## src/rtl/cnn_bram_pkg.sv

```systemverilog
// Shared definitions for the tile-BRAM read path: default geometry, the client
// index type and the read tag that travels alongside each BRAM access.
package cnn_bram_pkg;

    localparam int BRAM_WORD_BITS = 256;
    localparam int BRAM_ADDR_BITS = 12;
    localparam int MAX_REQ        = 8;

    typedef logic [$clog2(MAX_REQ)-1:0] req_idx_t;

    typedef struct packed {
        logic     valid;
        req_idx_t idx;
    } rd_tag_t;

    // Round-robin successor of client i among n clients.
    function automatic req_idx_t next_idx(input req_idx_t i, input int n);
        return (int'(i) == n - 1) ? '0 : req_idx_t'(i + 1'b1);
    endfunction

endpackage

```

## src/rtl/rr_arbiter.sv

```systemverilog
// Combinational rotating-priority arbiter: the first asserted request found
// searching upward from ptr (wrapping) wins.
module rr_arbiter
    import cnn_bram_pkg::*;
#(
    parameter int N_REQ = 4
) (
    input  logic [N_REQ-1:0] req,
    input  req_idx_t         ptr,
    output logic [N_REQ-1:0] gnt,
    output req_idx_t         idx,
    output logic             any
);

    always_comb begin
        gnt = '0;
        idx = '0;
        any = 1'b0;
        for (int i = 0; i < N_REQ; i++) begin
            if (!any && req[(int'(ptr) + i) % N_REQ]) begin
                any                          = 1'b1;
                gnt[(int'(ptr) + i) % N_REQ] = 1'b1;
                idx                          = req_idx_t'((int'(ptr) + i) % N_REQ);
            end
        end
    end

endmodule

```

## src/rtl/bram_rd_arbiter.sv

```systemverilog
// Shares one registered-read BRAM port among N_REQ clients with round-robin
// arbitration, bounded burst locking and a tagged, order-preserving return path.
module bram_rd_arbiter
    import cnn_bram_pkg::*;
#(
    parameter int N_REQ     = 4,
    parameter int ADDR_BITS = BRAM_ADDR_BITS,
    parameter int WORD_BITS = BRAM_WORD_BITS,
    parameter int RD_LAT    = 1,
    parameter int MAX_BURST = 4
) (
    input  logic                       clk,
    input  logic                       rst_n,
    input  logic [N_REQ-1:0]           req,
    input  logic [N_REQ-1:0]           lock,
    input  logic [N_REQ*ADDR_BITS-1:0] req_addr,
    output logic [N_REQ-1:0]           gnt,
    output logic [N_REQ-1:0]           rvalid,
    output logic [WORD_BITS-1:0]       rdata,
    output logic                       bram_en,
    output logic [ADDR_BITS-1:0]       bram_addr,
    input  logic [WORD_BITS-1:0]       bram_rdata
);

    localparam logic [4:0]       MAX_BURST_W = 5'(MAX_BURST);
    localparam logic [N_REQ-1:0] ONE_HOT0    = {{(N_REQ-1){1'b0}}, 1'b1};

    req_idx_t               ptr_reg, ptr_next;
    logic [3:0]             burst_cnt_reg, burst_cnt_next;
    logic                   burst_reg, burst_next;
    req_idx_t               burst_idx_reg, burst_idx_next;
    logic [ADDR_BITS-1:0]   last_addr_reg;
    rd_tag_t [RD_LAT-1:0]   tag_reg;
    logic [N_REQ-1:0]       rvalid_reg;
    logic [WORD_BITS-1:0]   rdata_reg;

    logic [N_REQ-1:0]       rr_gnt;
    req_idx_t               rr_idx;
    logic                   rr_any;
    logic                   hold;
    logic                   gnt_any;
    req_idx_t               gnt_idx;
    logic [4:0]             cnt_inc;
    logic [ADDR_BITS-1:0]   addr_masked [N_REQ];
    logic [ADDR_BITS-1:0]   addr_sel;
    rd_tag_t                out_tag;

    rr_arbiter #(
        .N_REQ (N_REQ)
    ) u_rr (
        .req (req),
        .ptr (ptr_reg),
        .gnt (rr_gnt),
        .idx (rr_idx),
        .any (rr_any)
    );

    // A live burst overrides the round-robin choice as long as its owner still requests.
    assign hold = burst_reg && req[burst_idx_reg];

    // Output logic: grant, BRAM enable and address. Grants are suppressed while
    // in reset so no access is issued that the cleared tag pipe could not track.
    always_comb begin
        gnt     = '0;
        gnt_idx = '0;
        gnt_any = 1'b0;
        if (rst_n) begin
            if (hold) begin
                gnt     = ONE_HOT0 << burst_idx_reg;
                gnt_idx = burst_idx_reg;
                gnt_any = 1'b1;
            end else begin
                gnt     = rr_gnt;
                gnt_idx = rr_idx;
                gnt_any = rr_any;
            end
        end
    end

    for (genvar gi = 0; gi < N_REQ; gi++) begin : g_addr_mask
        assign addr_masked[gi] = gnt[gi] ? req_addr[gi*ADDR_BITS +: ADDR_BITS] : '0;
    end

    always_comb begin
        addr_sel = '0;
        for (int i = 0; i < N_REQ; i++) begin
            addr_sel = addr_sel | addr_masked[i];
        end
    end

    assign bram_en   = gnt_any;
    assign bram_addr = gnt_any ? addr_sel : last_addr_reg;

    // Next-state logic. The pointer always moves past the granted client, so once a
    // burst exhausts MAX_BURST that client naturally ranks last for one arbitration.
    always_comb begin
        ptr_next       = ptr_reg;
        burst_cnt_next = '0;
        burst_next     = 1'b0;
        burst_idx_next = burst_idx_reg;
        cnt_inc        = hold ? ({1'b0, burst_cnt_reg} + 5'd1) : 5'd1;
        if (gnt_any) begin
            ptr_next       = next_idx(gnt_idx, N_REQ);
            burst_cnt_next = cnt_inc[4] ? 4'hF : cnt_inc[3:0];
            burst_idx_next = gnt_idx;
            burst_next     = lock[gnt_idx] && req[gnt_idx] && (cnt_inc < MAX_BURST_W);
        end
    end

    assign out_tag = tag_reg[RD_LAT-1];

    // State registers, tag pipeline and the registered return path.
    always_ff @(posedge clk or negedge rst_n) begin
        if (!rst_n) begin
            ptr_reg       <= '0;
            burst_cnt_reg <= '0;
            burst_reg     <= 1'b0;
            burst_idx_reg <= '0;
            last_addr_reg <= '0;
            tag_reg       <= '0;
            rvalid_reg    <= '0;
            rdata_reg     <= '0;
        end else begin
            ptr_reg       <= ptr_next;
            burst_cnt_reg <= burst_cnt_next;
            burst_reg     <= burst_next;
            burst_idx_reg <= burst_idx_next;
            if (gnt_any) begin
                last_addr_reg <= addr_sel;
            end
            tag_reg[0] <= '{valid: gnt_any, idx: gnt_idx};
            for (int s = 1; s < RD_LAT; s++) begin
                tag_reg[s] <= tag_reg[s-1];
            end
            rvalid_reg <= out_tag.valid ? (ONE_HOT0 << out_tag.idx) : '0;
            if (out_tag.valid) begin
                rdata_reg <= bram_rdata;
            end
        end
    end

    assign rvalid = rvalid_reg;
    assign rdata  = rdata_reg;

endmodule

```

## config.mk

```make
export PLATFORM = sky130hd
export DESIGN_NAME = bram_rd_arbiter
export DESIGN_NICKNAME = d
export VERILOG_FILES = /design/src/rtl/cnn_bram_pkg.sv /design/src/rtl/rr_arbiter.sv /design/src/rtl/bram_rd_arbiter.sv
export SDC_FILE = /design/constraint.sdc
export NUM_CORES = 1
export LEC_CHECK = 0
export BUFFER_PORTS_ARGS = -buffer_cell sky130_fd_sc_hd__buf_4
export CAP_MARGIN = 20
export CELL_PAD_IN_SITES_DETAIL_PLACEMENT = 1
export CELL_PAD_IN_SITES_GLOBAL_PLACEMENT = 1
export CORE_AREA = 2 2 232 234
export CTS_CLUSTER_DIAMETER = 100
export DETAILED_ROUTE_END_ITERATION = 6
export DIE_AREA = 0 0 234 236
export PLACE_DENSITY = 0.52
export SLEW_MARGIN = 10
export SYNTH_ARGS = -nofsm -noshare
export SYNTH_HDL_FRONTEND = slang
export SYNTH_SLANG_ARGS = --single-unit
```

## constraint.sdc

```tcl
create_clock -name clk -period 4.9 [get_ports clk]
set_input_delay 0.735 -clock clk [delete_from_list [all_inputs] [get_ports clk]]
set_output_delay 0.735 -clock clk [all_outputs]
set_load 0.01 [all_outputs]
```

Word-level counts from Yosys, hierarchy flattened
Index checks and enable logic that the tools add are counted.
W data, S select, Z words.
Storage, ports and cells
  flip-flop bits (word level): 286
  output and inout bits: 277
  word-level logic and storage cells: 107
  input port bits: 314
Operators by class
  reductions and logical operators: 16
  $add $sub $neg: 5
  muxes and demuxes: 54
  bitwise logic cells: 9
  magnitude comparators: 11
  eq/ne operators: 1
  shift operators: 2
Operator list (number)
  $mux W12: 5
  $mux W4: 9
  $or A12 B12 Y12: 3
  $mux W1: 21
  $mux W3: 5
  $bmux W1 S2: 7
  $lt A3 B4 Y1 const B: 3
  $or A4 B4 Y4: 3
  $logic_and A1 B1 Y1: 10
  $ge A3 B1 Y1 const B: 3
  $demux W1 S2: 4
  $shl A1 B3 Y4 const A: 2
  $lt A3 B3 Y1 const B: 2
  $reduce_or A2 Y1: 3
  $add A4 B1 Y5 const B: 1
  $lt A5 B3 Y1 const B: 1
  $mux W5: 1
  $add A2 B1 Y2 const B: 2
  $add A2 B2 Y2 const B: 2
  $mux W2: 2
  $and A1 B1 Y1 const A: 3
  $eq A3 B3 Y1 const B: 1
  $logic_not A1 Y1: 3
  $lt A2 B3 Y1 const B: 1
  $ge A2 B1 Y1 const B: 1

Longest topological paths before layout
Gate-level depths: netlist of run 1.
  depth in word-level cells: 21
  depth in mapped cells: 11

Cells and area by module
Synthesis of run 1 repeated with hierarchy kept, for this count alone.
Unflattened totals
  cells, all modules: 831
  area, all modules: 12006.5 um2
Modules (own cells, without submodules)
  bram_rd_arbiter: area each 11576.1 um2, seq. area each 7181.9 um2, times used 1, cells each 784
  rr_arbiter: area each 430.4 um2, seq. area each 0.0 um2, times used 1, cells each 47

Worst setup path after synthesis of run 1
OpenSTA, ideal clock, no wires.
  path kind: flip-flop to output port
  start: reg ptr_reg[1]
  end: out bram_addr[1]
  path buffers: 2
  stages on the path, launching flop included: 11
  data arrival time: 2.602 ns
  slack: 1.563 ns
  cell sequence: dfrtp_1 > buf_4 > inv_1 > ha_1 > mux4_2 > nor2b_4 > a221oi_2 > a221oi_2 > buf_6 > a222oi_1 > o211ai_1
On the way
  longest elaborated chain between the ends: 20
RTL lines
  start: declaration: RTL line bram_rd_arbiter.sv:28  | req_idx_t ptr_reg, ptr_next;
  start signal: assignment: RTL line bram_rd_arbiter.sv:124  | ptr_reg <= ptr_next;
  $add A2 B1 Y2: RTL line rr_arbiter.sv:20, rr_arbiter.sv:22
  $reduce_or A2 Y1 (no line)
  $and A1 B1 Y1 (no line)
  $lt A3 B4 Y1 (implied by the code) or $ge A3 B1 Y1 (tied branches): RTL line rr_arbiter.sv:22  | gnt[(int'(ptr) + i) % N_REQ] = 1'b1;
  $logic_and A1 B1 Y1 (implied by the code): RTL line rr_arbiter.sv:22
  $mux W1 (implied by the code): RTL line rr_arbiter.sv:22
  $demux W1 S2
  $or A4 B4 Y4 (no line)
  (+3 left out)
  $or A4 B4 Y4 (no line)
  $mux W4 (*): RTL line rr_arbiter.sv:20  | if (!any && req[(int'(ptr) + i) % N_REQ]) begin
  $mux W4 (*): RTL line bram_rd_arbiter.sv:68  | if (hold) begin
  $mux W4 (*): RTL line bram_rd_arbiter.sv:67  | if (rst_n) begin
  via gnt[0]: RTL line bram_rd_arbiter.sv:17  | output logic [N_REQ-1:0] gnt,
  $mux W12 (*): RTL line bram_rd_arbiter.sv:81  | assign addr_masked[gi] = gnt[gi] ? req_addr[gi*ADDR_BITS +: ADDR_BITS] : '0;
  $or A12 B12 Y12 (*) (3 in series): RTL line bram_rd_arbiter.sv:87  | addr_sel = addr_sel | addr_masked[i];
  $mux W12 (*)
  end: declaration: RTL line bram_rd_arbiter.sv:21  | output logic [ADDR_BITS-1:0] bram_addr,
Mark *: on every way through the listed nets, which the timed path passes. The rest lies on a longest branch. The select of a mux whose other input is x is not followed.

Worst setup path in the final report of run 1
  start: reg ptr_reg[0]
  end: out bram_addr[9]
On the way
  longest elaborated chain between the ends: 20
RTL lines (RTL line)
  $add A2 B1 Y2: rr_arbiter.sv:20, rr_arbiter.sv:22
  $reduce_or A2 Y1 (no line)
  $and A1 B1 Y1 (no line)
  $lt A3 B4 Y1 (implied by the code) or $ge A3 B1 Y1 (tied branches): rr_arbiter.sv:22
  $logic_and A1 B1 Y1 (implied by the code): rr_arbiter.sv:22
  $mux W1 (implied by the code): rr_arbiter.sv:22
  $demux W1 S2
  $or A4 B4 Y4 (no line)
  (+2 left out)
  $mux W4: rr_arbiter.sv:20
  $or A4 B4 Y4 (no line)
  $mux W4: rr_arbiter.sv:20
  $mux W4: bram_rd_arbiter.sv:68
  $mux W4: bram_rd_arbiter.sv:67
  $mux W12: bram_rd_arbiter.sv:81
  $or A12 B12 Y12 (3 in series): bram_rd_arbiter.sv:87
  $mux W12 (*)
Every way passes the cells marked *; elsewhere a longest branch is shown, timed or not. The select of a mux whose other input is x is not followed.

==> results of run 1 <==
per-stage QoR:
| stage | utilization | hold WS (ns) | area, µm² |
|---|---|---|---|
| 2_1_floorplan | - | 0.435 | 11600 |
| 3_3_place_gp | 0.317 | 0.461 | 16800 |
| 3_5_place_dp | 0.317 | 0.467 | 16800 |
| 4_1_cts | 0.338 | 0.0880 | 18000 |
| 5_1_grt | 0.338 | 0.0974 | 18000 |
| 6_report | 0.338 | 0.113 | 18000 |
placed cells by master, fill, tap and decap left out, types with 2 or more instances in the layout:
cell / n
clkinvlp_4: 3
a32o_1: 2
nor2b_1: 4
nor2_1: 7
o211ai_1: 15
mux2i_1: 6
dfrtp_1: 284
and3_1: 6
clkbuf_1: 10
inv_1: 23
nand2_1: 14
clkbuf_16: 38
clkinv_2: 3
ha_1: 10
mux2_2: 259
nor3b_1: 3
a21o_1: 3
o21a_1: 2
a221o_1: 2
a211o_1: 2
a31oi_1: 3
a222oi_1: 12
clkbuf_8: 5
buf_12: 3
buf_4: 598
mux4_2: 4
clkinv_4: 2
a221oi_2: 4
a21oi_1: 5
o21ai_0: 18
nand3_1: 4
cell families (layout without fill, tap and decap cells):
logic type,after synthesis,count (layout)
mux,270,270
flops,286,286
compound gates,81,81
simple gates,51,51
buf+inv,69,688
fa+ha+maj,10,10
critical path, delay by kind of cell, from the launching register on:
kind / cells / cell delay, ns
flip-flops: 1 / 0.32
AO/OA/AOI/OAI: 3 / 0.83
AND/OR/NAND/NOR: 2 / 0.53
buffers and inverters: 3 / 0.60
adder cells (fa/ha/maj): 1 / 0.45
multiplexers: 1 / 0.45
cell type report:
cell class,count,share of cell area
clock inverters,10,0.00446
well taps,696,0.0485
repair buffers,602,0.254
inverters,23,0.00481
multi-input cells,412,0.231
clock buffers,53,0.0589
flip-flops and latches,286,0.399
routing by layer:
layer,track usage,part of all wire,vias up
li1,-,-,3977
met1,0.159,0.35,4422
met2,0.270,0.51,398
met3,0.0660,0.11,67
met4,0.0420,0.024,4
met5,0,0.00058,-
power by group:
part / leakage, nW / switching [mW] / internal, mW
sequential: 3.36 / 0.385 / 3.04
clock: 0.548 / 1.08 / 1.51
combinational: 4.47 / 1.69 / 1.93
worst min path at each step:
stage,endpoint,startpoint
final,rdata[160],rst_n
after global routing,rdata[160],rst_n
after CTS,rdata[160],rst_n
after detailed placement,rvalid[2],out_tag[0]
after global placement,rvalid[2],out_tag[0]
after floorplan,burst_cnt_reg[0],rst_n
synthesized netlist by cell type, drive strengths merged, types with 5 or more instances:
cell	count
dfrtp	286
buf	16
a221oi	5
mux4	5
ha	10
o211ai	16
and3	6
nor2	8
mux2i	6
mux2	259
o21ai	19
a222oi	12
a21oi	5
nor2b	5
nand2	14
clkbuf	30
inv	23
==> impl_metrics.csv, run 1 <==
group,metric,value,unit
pwr,ir_drop,0.266,mV
cts,clock_latency,0.53,ns
grt,grt_use_total,0.151,
critical_path,path_cells,"buf_4 -> inv_1 -> ha_1 -> mux4_2 -> nor2_2 -> and4_1 -> a32o_1 -> o21ai_0 -> o211ai_1 -> buf_4",
critical_path,start_kind,"flip-flop",
route,antenna_left,0,
route,via_per_inst,4.26,
route,vias,8868,
grt,grt_pass1_wl,62900,µm
sta,worst_pin_slew,0.849,ns
die,die_h,236,µm
synth,ys_ff_latch,286,
cts,clk_pin_slew,0.06,ns
critical_path,slowest_stage,"a32o_1",
synth,ys_top_cells_by_area,"dfrtp_1, mux2_2, ha_1",
cts,holdBufCountCts,0,
cts,numClockSinks,286,
critical_path,crit_path_start,"ptr_reg[0]",
place,post-dp-hpwl,32900,µm
critical_path,rr_endpoint,"ptr_reg[1]",
sta,fin_worst_skew,0.00886,ns
layout,nets,1686,
layout,multi_input_area,4140,µm²
die,die_w,234,µm
die,core_area,53100,µm²
synth,synth_fp_nets,1091,
sta,maxSlewHeadroom,0.434,
cts,cts_max_level,2,
synth,synth_edf_count,0,
pwr,p_total,9.64,mW
sta,slew_viol_final,0,
cts,cts_resized,0,
synth,yosysSeqAreaShare,0.618,
critical_path,path_common_cell,"buf_4",
critical_path,arrival,3.73,ns
synth,synthSimpleGateAreaFrac,0.0242,
sta,fmax,224,MHz
route,drcViolationCount,0,
sta,fin_ws,0.440,ns
layout,drive_above_1_share,0.672,
synth,synth_xor_area_frac,0,
synth,synth_mux_area_frac,0.267,
synth,synth.top_cell.area_share,0.618,
critical_path,cpPeakStageDelay,0.49,ns
sta,hold_violations,0,
min_path,hold_class,"input port to asynchronous set/reset pin",
grt,grt_start_max_net_pins,112,
grt,grt_overflow,0,
synth,synth_compound_area_frac,0.0551,
synth,synth.largest_area_cell,"dfrtp_1",
cts,post-cts-setup-buffers,0,
critical_path,path_class,"flip-flop to output pin",
synth,netlist-cell-type-count,55,
die,die_area,55200,µm²
synth,synthCells,767,
die,start_util,0.218,
place,gp_congestion,0.814,
critical_path,setup.worst_path.end_class,"output pin",
route,totalWireLength,42900,µm
run,cap_viol_max_count,0,
pwr,leakage,8.38,nW
synth,yosys.area_share.adder,0.0108,
critical_path,r2r-start,"ptr_reg[0]",
place,portBuffers,590,
place,dp_slack,0.775,ns
synth,synth_top_family_by_area,"multiplexers",
critical_path,worstPathRequired,4.16,ns
place,post-place-cells,2019,
route,wl_per_cell,20.6,µm
cts,tritoncts,"yes",
critical_path,reg2regPathDepth,9,
layout,seq_area,7160,µm²
sta,fin_setup_tns,0,ns
grt,grt_pass1_vias,9700,
layout,n_fill_cell,5749,
cts,cts_buffers,37,
synth,ys_async_sr_fraction,1.00,
critical_path,critPathMaxFanout,18,
cts,cts-root-buf,"clkbuf_16",
route,drtIter0Drc,367,
sta,fin_crit_sh,0.910,
synth,ys.flop_type,"dfrtp_1",
grt,grt_antenna_before_repair,2,
sta,rsz0062_at_grt,"no",
sta,finalSetupViolCount,0,
pwr,powerDensity,537,nW/µm²
layout,syn_to_final_growth,55.0,%
layout,antenna_cells,0,
cts,clock_path_buffers,3,
layout,layout.cells.non_filler,2082,
synth,netlist_area,11600,µm²
sta,fin_crit,4.46,ns
critical_path,crit_end,"bram_addr[9]",
die,rows,85,
die,ios,591,
layout,largest_register_ffs,256,
synth,yosys_warnings,0,
run_status,status,"finished, final reports clean",
route,drtPass1Iterations,6,
synth,synth.avg_cell_area,15.1,µm²
critical_path,reg2reg_setup_slack,1.61,ns
(Power assumes the default switching activity.)
==> run 2: changes to the inputs <==
--- a/config.mk
+++ b/config.mk
@@ -5,15 +5,16 @@
 export SDC_FILE = /design/constraint.sdc
 export NUM_CORES = 1
 export LEC_CHECK = 0
+export ABC_AREA = 1
 export BUFFER_PORTS_ARGS = -buffer_cell sky130_fd_sc_hd__buf_4
 export CAP_MARGIN = 20
 export CELL_PAD_IN_SITES_DETAIL_PLACEMENT = 1
 export CELL_PAD_IN_SITES_GLOBAL_PLACEMENT = 1
-export CORE_AREA = 2 2 232 234
+export CORE_AREA = 2 2 228 230
 export CTS_CLUSTER_DIAMETER = 100
 export DETAILED_ROUTE_END_ITERATION = 6
-export DIE_AREA = 0 0 234 236
-export PLACE_DENSITY = 0.52
+export DIE_AREA = 0 0 230 232
+export PLACE_DENSITY = 0.55
 export SLEW_MARGIN = 10
 export SYNTH_ARGS = -nofsm -noshare
 export SYNTH_HDL_FRONTEND = slang
==> run 2 against run 1 <==
Against the previous run:
- critical path depth grew 2
- clock power grew 12%
- sequential share of layout area shrank 0.77 points
- register-to-register slack gained 0.31 ns
- utilization grew 2.1 points
- final cell count grew 4.9%
- die area shrank 3.4%
- count of clock-buffer cells in the layout grew 1
- combinational power grew 24%
- total power grew 15%
- synthesized area grew 2.2%
- non-clock buffer count shrank 7
==> impl_metrics.csv, run 2 <==
group,metric,value,unit
run_status,status,"finished, final reports clean",
synth,ys.flop_type,"dfrtp_1",
synth,ys_ff_latch,286,
die,die_h,232,µm
die,rows,83,
critical_path,worstPathRequired,4.16,ns
pwr,p_comb_frac,0.406,
pwr,powerDensity,603,nW/µm²
pwr,p_switching,3.83,mW
cts,clk_pin_slew,0.06,ns
grt,grt_pass1_vias,9778,
layout,syn_to_final_growth,54.6,%
place,post-dp-hpwl,35400,µm
synth,ys_async_sr_fraction,1.00,
pwr,power.share.clock,0.264,
sta,fin_setup_tns,0,ns
route,antenna_left,0,
grt,grt_overflow,0,
place,portBuffers,590,
cts,cts_max_level,2,
pwr,p_total,11.0,mW
pwr,p_int,7.21,mW
grt,grt_start_max_net_pins,146,
place,gp_congestion,0.850,
sta,slew_viol_final,0,
route,drt-met1-wl,16400,µm
synth,synth.avg_cell_area,13.4,µm²
sta,worst_pin_slew,0.942,ns
critical_path,setup.worst_path.end_class,"output pin",
die,die_w,230,µm
cts,post-cts-setup-buffers,0,
route,wl_met3,3530,µm
place,dp_slack,1.25,ns
sta,fin_ws,0.746,ns
critical_path,start_kind,"flip-flop",
synth,synth_fp_nets,1206,
critical_path,critPathMaxFanout,20,
pwr,seq_power_share,0.330,
synth,synth.largest_area_cell,"dfrtp_1",
min_path,hold_class,"input port to asynchronous set/reset pin",
sta,rsz0062_at_grt,"no",
die,ios,591,
sta,finalSetupViolCount,0,
layout,largest_register_ffs,256,
route,wl_met2,24100,µm
cts,holdBufCountCts,0,
synth,netlist-cell-type-count,30,
die,die_area,53400,µm²
sta,fmax,241,MHz
critical_path,crit_path_start,"ptr_reg[0]",
pwr,ir_drop,0.339,mV
critical_path,reg2regPathDepth,12,
cts,numClockSinks,286,
critical_path,reg2reg_setup_slack,1.92,ns
cts,clock_path_buffers,3,
sta,fin_worst_skew,0.0109,ns
route,drcViolationCount,0,
layout,fin_util,0.360,
run,cap_viol_max_count,0,
route,vias,9119,
route,via_per_inst,4.17,
cts,cts_buffers,37,
cts,clock_latency,0.54,ns
cts,cts_resized,0,
pwr,swShare,0.347,
route,drtIter0Drc,258,
layout,final_cell_mix,"buf_4, dfrtp_1, mux2_2",
layout,drive_above_1_share,0.644,
sta,maxSlewHeadroom,0.372,
critical_path,path_class,"flip-flop to output pin",
route,top_layer,"met5",
synth,yosysSeqAreaShare,0.604,
grt,grt_antenna_before_repair,4,
synth,synth_edf_count,0,
sta,fin_crit_sh,0.848,
pwr,leakage,8.82,nW
grt,grt_pass1_wl,65400,µm
route,drtPass1Iterations,4,
synth,netlist_area,11800,µm²
grt,grt_use_total,0.164,
route,wl_per_cell,20.7,µm
cts,tritoncts,"yes",
sta,fin_crit,4.15,ns
route,totalWireLength,45200,µm
critical_path,arrival,3.42,ns
layout,final_common_cell,"buf_4",
synth,synth.top_cell.area_share,0.604,
sta,hold_violations,0,
synth,synthCells,882,
synth,ys_top_cells_by_area,"dfrtp_1, mux2_2, nand2_1",
cts,cts-root-buf,"clkbuf_16",
layout,nets,1800,
synth,yosysMostFrequentCell,"dfrtp_1",
die,core_area,50900,µm²
synth,yosys_warnings,0,
synth,ys_top_cells_by_count,"dfrtp_1, mux2_2, nand2_1",
die,start_util,0.233,
critical_path,r2r-start,"ptr_reg[0]",
-- run 2: cell count changes in the layout (fill, tap and decap cells not counted), sizes merged, moves of 7 or more --
cell / change
nand2: +107
nand3: +67
nor2: +28
o211ai: -15
a222oi: -12
inv: +12
o21ai: -11
buf: -7
-- run 2: cell type report --
type                            count  area [µm²]
Fill cell                        5578       32600
Clock inverter                     12         201
Sequential cell                   286        7160
Multi-Input combinational cell    524        4330
Antenna cell                        2        5.00
Tap cell                          680         851
Timing Repair Buffer              595        4510
Inverter                           32         133
Clock buffer                       54        1120
-- run 2: metrics by stage --
step | std cells | cell area (µm²) | hold slack, ns
2_1_floorplan | 882 | 11800 | 0.431
3_3_place_gp | 2117 | 17000 | 0.446
3_5_place_dp | 2117 | 17000 | 0.463
4_1_cts | 2183 | 18300 | 0.143
5_1_grt | 2183 | 18300 | 0.173
6_report | 2185 | 18300 | 0.129
-- run 2: cells by family after synthesis --
kind of cell             count (synthesis)  share of synthesized area
adder cells (fa/ha/maj)                 10                     0.0106
buffers and inverters                   72                     0.0305
multiplexers                           256                      0.243
AND/OR/NAND/NOR                        236                     0.0998
XOR/XNOR                                 1                   0.000739
AO/OA/AOI/OAI                           21                     0.0110
flip-flops                             286                      0.604
-- run 2: final timing paths --
kind                           endpoint
max                        bram_addr[6]
min                          rdata[120]
max reg2reg                  ptr_reg[0]
min reg2reg                   rvalid[2]
max in group asynchronous     rdata[46]
min in group clk              rdata[48]
-- run 2: layer usage --
metal	vias to the layer above	global-route usage
met1	4521	0.176
met2	320	0.305
met3	67	0.0533
met5	-	0
li1	4207	-
met4	4	0.0516
-- run 2: worst max-delay path, cell delays in order (launching register included) --
cell,delay [ns]
dfrtp_1,0.69
inv_6,0.12
ha_1,0.38
inv_1,0.12
nand3_2,0.10
nand2_4,0.13
nand2_4,0.08
nor2_8,0.12
nand3_2,0.08
nand2_1,0.62
nand2_1,0.12
nand2_1,0.14
buf_4,0.13
-- run 2: power groups by stage --
stage                     combinational, mW  clock [mW]  sequential (mW)
after floorplan                        2.05           0             3.95
after global placement                 4.55           0             3.65
after detailed placement               4.59           0             3.69
after CTS                              4.59        3.02             3.65
after global routing                   4.84        3.11             3.77
final                                  4.49        2.91             3.64
==> run 3: changes to the inputs <==
--- a/config.mk
+++ b/config.mk
@@ -14,7 +14,7 @@
 export CTS_CLUSTER_DIAMETER = 100
 export DETAILED_ROUTE_END_ITERATION = 6
 export DIE_AREA = 0 0 230 232
-export PLACE_DENSITY = 0.55
+export PLACE_DENSITY = 0.57
 export SLEW_MARGIN = 10
 export SYNTH_ARGS = -nofsm -noshare
 export SYNTH_HDL_FRONTEND = slang
==> constraint.sdc (replaced) <==
create_clock -name clk -period 3.4 [get_ports clk]
set_input_delay 0.51 -clock clk [delete_from_list [all_inputs] [get_ports clk]]
set_output_delay 0.51 -clock clk [all_outputs]
set_load 0.01 [all_outputs]
==> run 3 against run 2 <==
Against the previous run:
- clock power up 34%
- sequential share of layout area down 0.21 points
- total power up 44%
- non-clock buffer count up 9
- critical path depth up 1
- count of clock-buffer cells in the layout unchanged
- critical path type unchanged
- worst hold slack better by 0.056 ns
- worst setup slack worse by 0.54 ns
- highest routed layer is now met4
==> impl_metrics.csv, run 3 (synthesized netlist as in run 2, its figures left out) <==
group,metric,value,unit
die,die_area,53400,µm²
die,ios,591,
sta,maxSlewHeadroom,0.222,
sta,fin_ws,0.204,ns
die,core_area,50900,µm²
layout,seq_area,7160,µm²
critical_path,start_kind,"flip-flop",
place,gp_congestion,0.817,
route,drcViolationCount,0,
die,die_w,230,µm
sta,fin_worst_skew,0.0145,ns
layout,largest_register_ffs,256,
place,post-dp-hpwl,34600,µm
layout,antenna_cells,0,
cts,clock_path_buffers,3,
pwr,p_int,10.3,mW
critical_path,arrival,2.69,ns
min_path,hold_class,"input port to flip-flop",
cts,tritoncts,"yes",
cts,cts-root-buf,"clkbuf_16",
sta,slew_viol_final,0,
sta,hold_violations,0,
sta,fin_crit,3.20,ns
grt,grt_overflow,0,
place,dp_slack,0.350,ns
layout,syn_to_final_growth,55.4,%
sta,fin_crit_sh,0.940,
pwr,powerDensity,866,nW/µm²
grt,grt_use_total,0.161,
layout,final_common_cell,"buf_4",
cts,clock_latency,0.55,ns
route,totalWireLength,44900,µm
critical_path,crit_family,"simple AND/OR/NAND/NOR gates",
pwr,p_switching,5.68,mW
layout,drive_above_1_share,0.645,
cts,clk_pin_slew,0.06,ns
run,cap_viol_max_count,0,
grt,grt_pass1_wl,64900,µm
pwr,power.share.clock,0.245,
layout,nets,1813,
critical_path,critPathMaxFanout,12,
die,start_util,0.233,
layout,n_fill_cell,5610,
grt,grt_antenna_before_repair,0,
layout,multi_input_area,4460,µm²
sta,fmax,313,MHz
run_status,status,"finished, final reports clean",
route,vias,9288,
place,portBuffers,590,
cts,numClockSinks,286,
route,drtPass1Iterations,5,
critical_path,slowest_stage,"dfrtp_1",
die,rows,83,
cts,cts_max_level,2,
grt,grt_start_max_net_pins,175,
critical_path,path_cells,"inv_6 -> ha_4 -> inv_2 -> nand3_2 -> nand2_4 -> nor2_4 -> a21oi_4 -> nand3_4 -> nand3_2 -> nand2_1 -> nor2_1 -> nand2_1 -> buf_4",
critical_path,cpPeakStageDelay,0.42,ns
pwr,seq_power_share,0.328,
pwr,p_comb_frac,0.427,
sta,rsz0062_at_grt,"no",
sta,fin_setup_tns,0,ns
critical_path,setup.worst_path.end_class,"output pin",
critical_path,cp_num_buf_inv,3,
grt,grt_pass1_vias,9976,
critical_path,worstPathRequired,2.89,ns
sta,finalSetupViolCount,0,
route,drtIter0Drc,249,
pwr,swShare,0.356,
route,antenna_left,0,
pwr,leakage,8.84,nW
die,die_h,232,µm
sta,holdWs,0.185,ns
critical_path,path_class,"flip-flop to output pin",
route,via_per_inst,4.23,
layout,final_cell_mix,"buf_4, dfrtp_1, mux2_2",
sta,worst_pin_slew,1.17,ns
critical_path,reg2reg_setup_slack,1.15,ns
pwr,ir_drop,0.454,mV
cts,cts_buffers,37,
route,wl_per_cell,20.4,µm
pwr,p_total,15.9,mW
-- run 3: changes by cell type in the layout (fill, tap and decap cells not counted), moves of 4 or more --
cell	previous run	this run
buf_4	591	598
clkbuf_1	5	11
clkbuf_8	11	5
nand3_4	0	6
clkinvlp_4	0	5
a21oi_2	4	0
a21oi_4	0	4
-- run 3: worst register-to-register path, stage by stage, from the launching register on --
cell and delay (ns):
dfrtp_1 0.41, inv_6 0.09, ha_4 0.30, inv_2 0.05, nand3_2 0.08, nand2_4 0.10, nor2_4 0.30, nor2_1 0.08
nand2_1 0.08, nand3_1 0.11, nand2_2 0.14, ha_1 0.17, o21ai_0 0.08, nand2_1 0.10, o21ai_1 0.06
-- run 3: power by group through the flow --
stage	sequential, mW	clock [mW]	combinational, mW
after floorplan	5.69	0	2.95
after global placement	5.27	0	6.57
after global routing	5.41	4.17	7.31
after CTS	5.26	4.05	6.82
after detailed placement	5.32	0	6.63
final	5.24	3.90	6.81
-- run 3: final timing paths --
kind,from,end,cells past startpoint
hold reg to reg,out_tag[1],rvalid[1],1
hold / removal,bram_rdata[206],rdata[206],2
setup reg to reg,ptr_reg[0],ptr_reg[0],14
min in group asynchronous,rst_n,rdata[25],2
max in group asynchronous,rst_n,rdata[110],3
setup / recovery,ptr_reg[0],bram_addr[1],13
-- run 3: final cells by class --
cell class                 count  area share
clock buffer                  54      0.0576
clock inverter                13     0.00836
inverter                      32     0.00720
multi-input combinational    528       0.242
sequential                   286       0.389
tap                          680      0.0462
timing repair buffer         604       0.250
-- run 3: through the flow --
step           instances  cell area, µm²  utilization
6_report            2197           18400        0.362
3_3_place_gp        2123           17000        0.335
5_1_grt             2197           18400        0.362
4_1_cts             2195           18400        0.361
3_5_place_dp        2123           17000        0.335
2_1_floorplan        882           11800            -
-- run 3: repair_timing --
action | CTS | global route
setup buffers | 2 | 0
endpoints found under the hold margin | 29 | 0
endpoints found under the setup margin | 13 | 12
cloned | 2 | 2
hold buffers | 1 | 0
pin swaps | 3 | 4
gates resized for setup | 10 | 4
-- run 3: metal layers --
| metal | global-route usage | part of all wire | vias up |
|---|---|---|---|
| met2 | 0.307 | 0.55 | 331 |
| met3 | 0.0421 | 0.067 | 63 |
| met1 | 0.171 | 0.36 | 4642 |
| li1 | - | - | 4252 |
| met5 | 0 | 0 | - |
| met4 | 0.0518 | 0.024 | 0 |
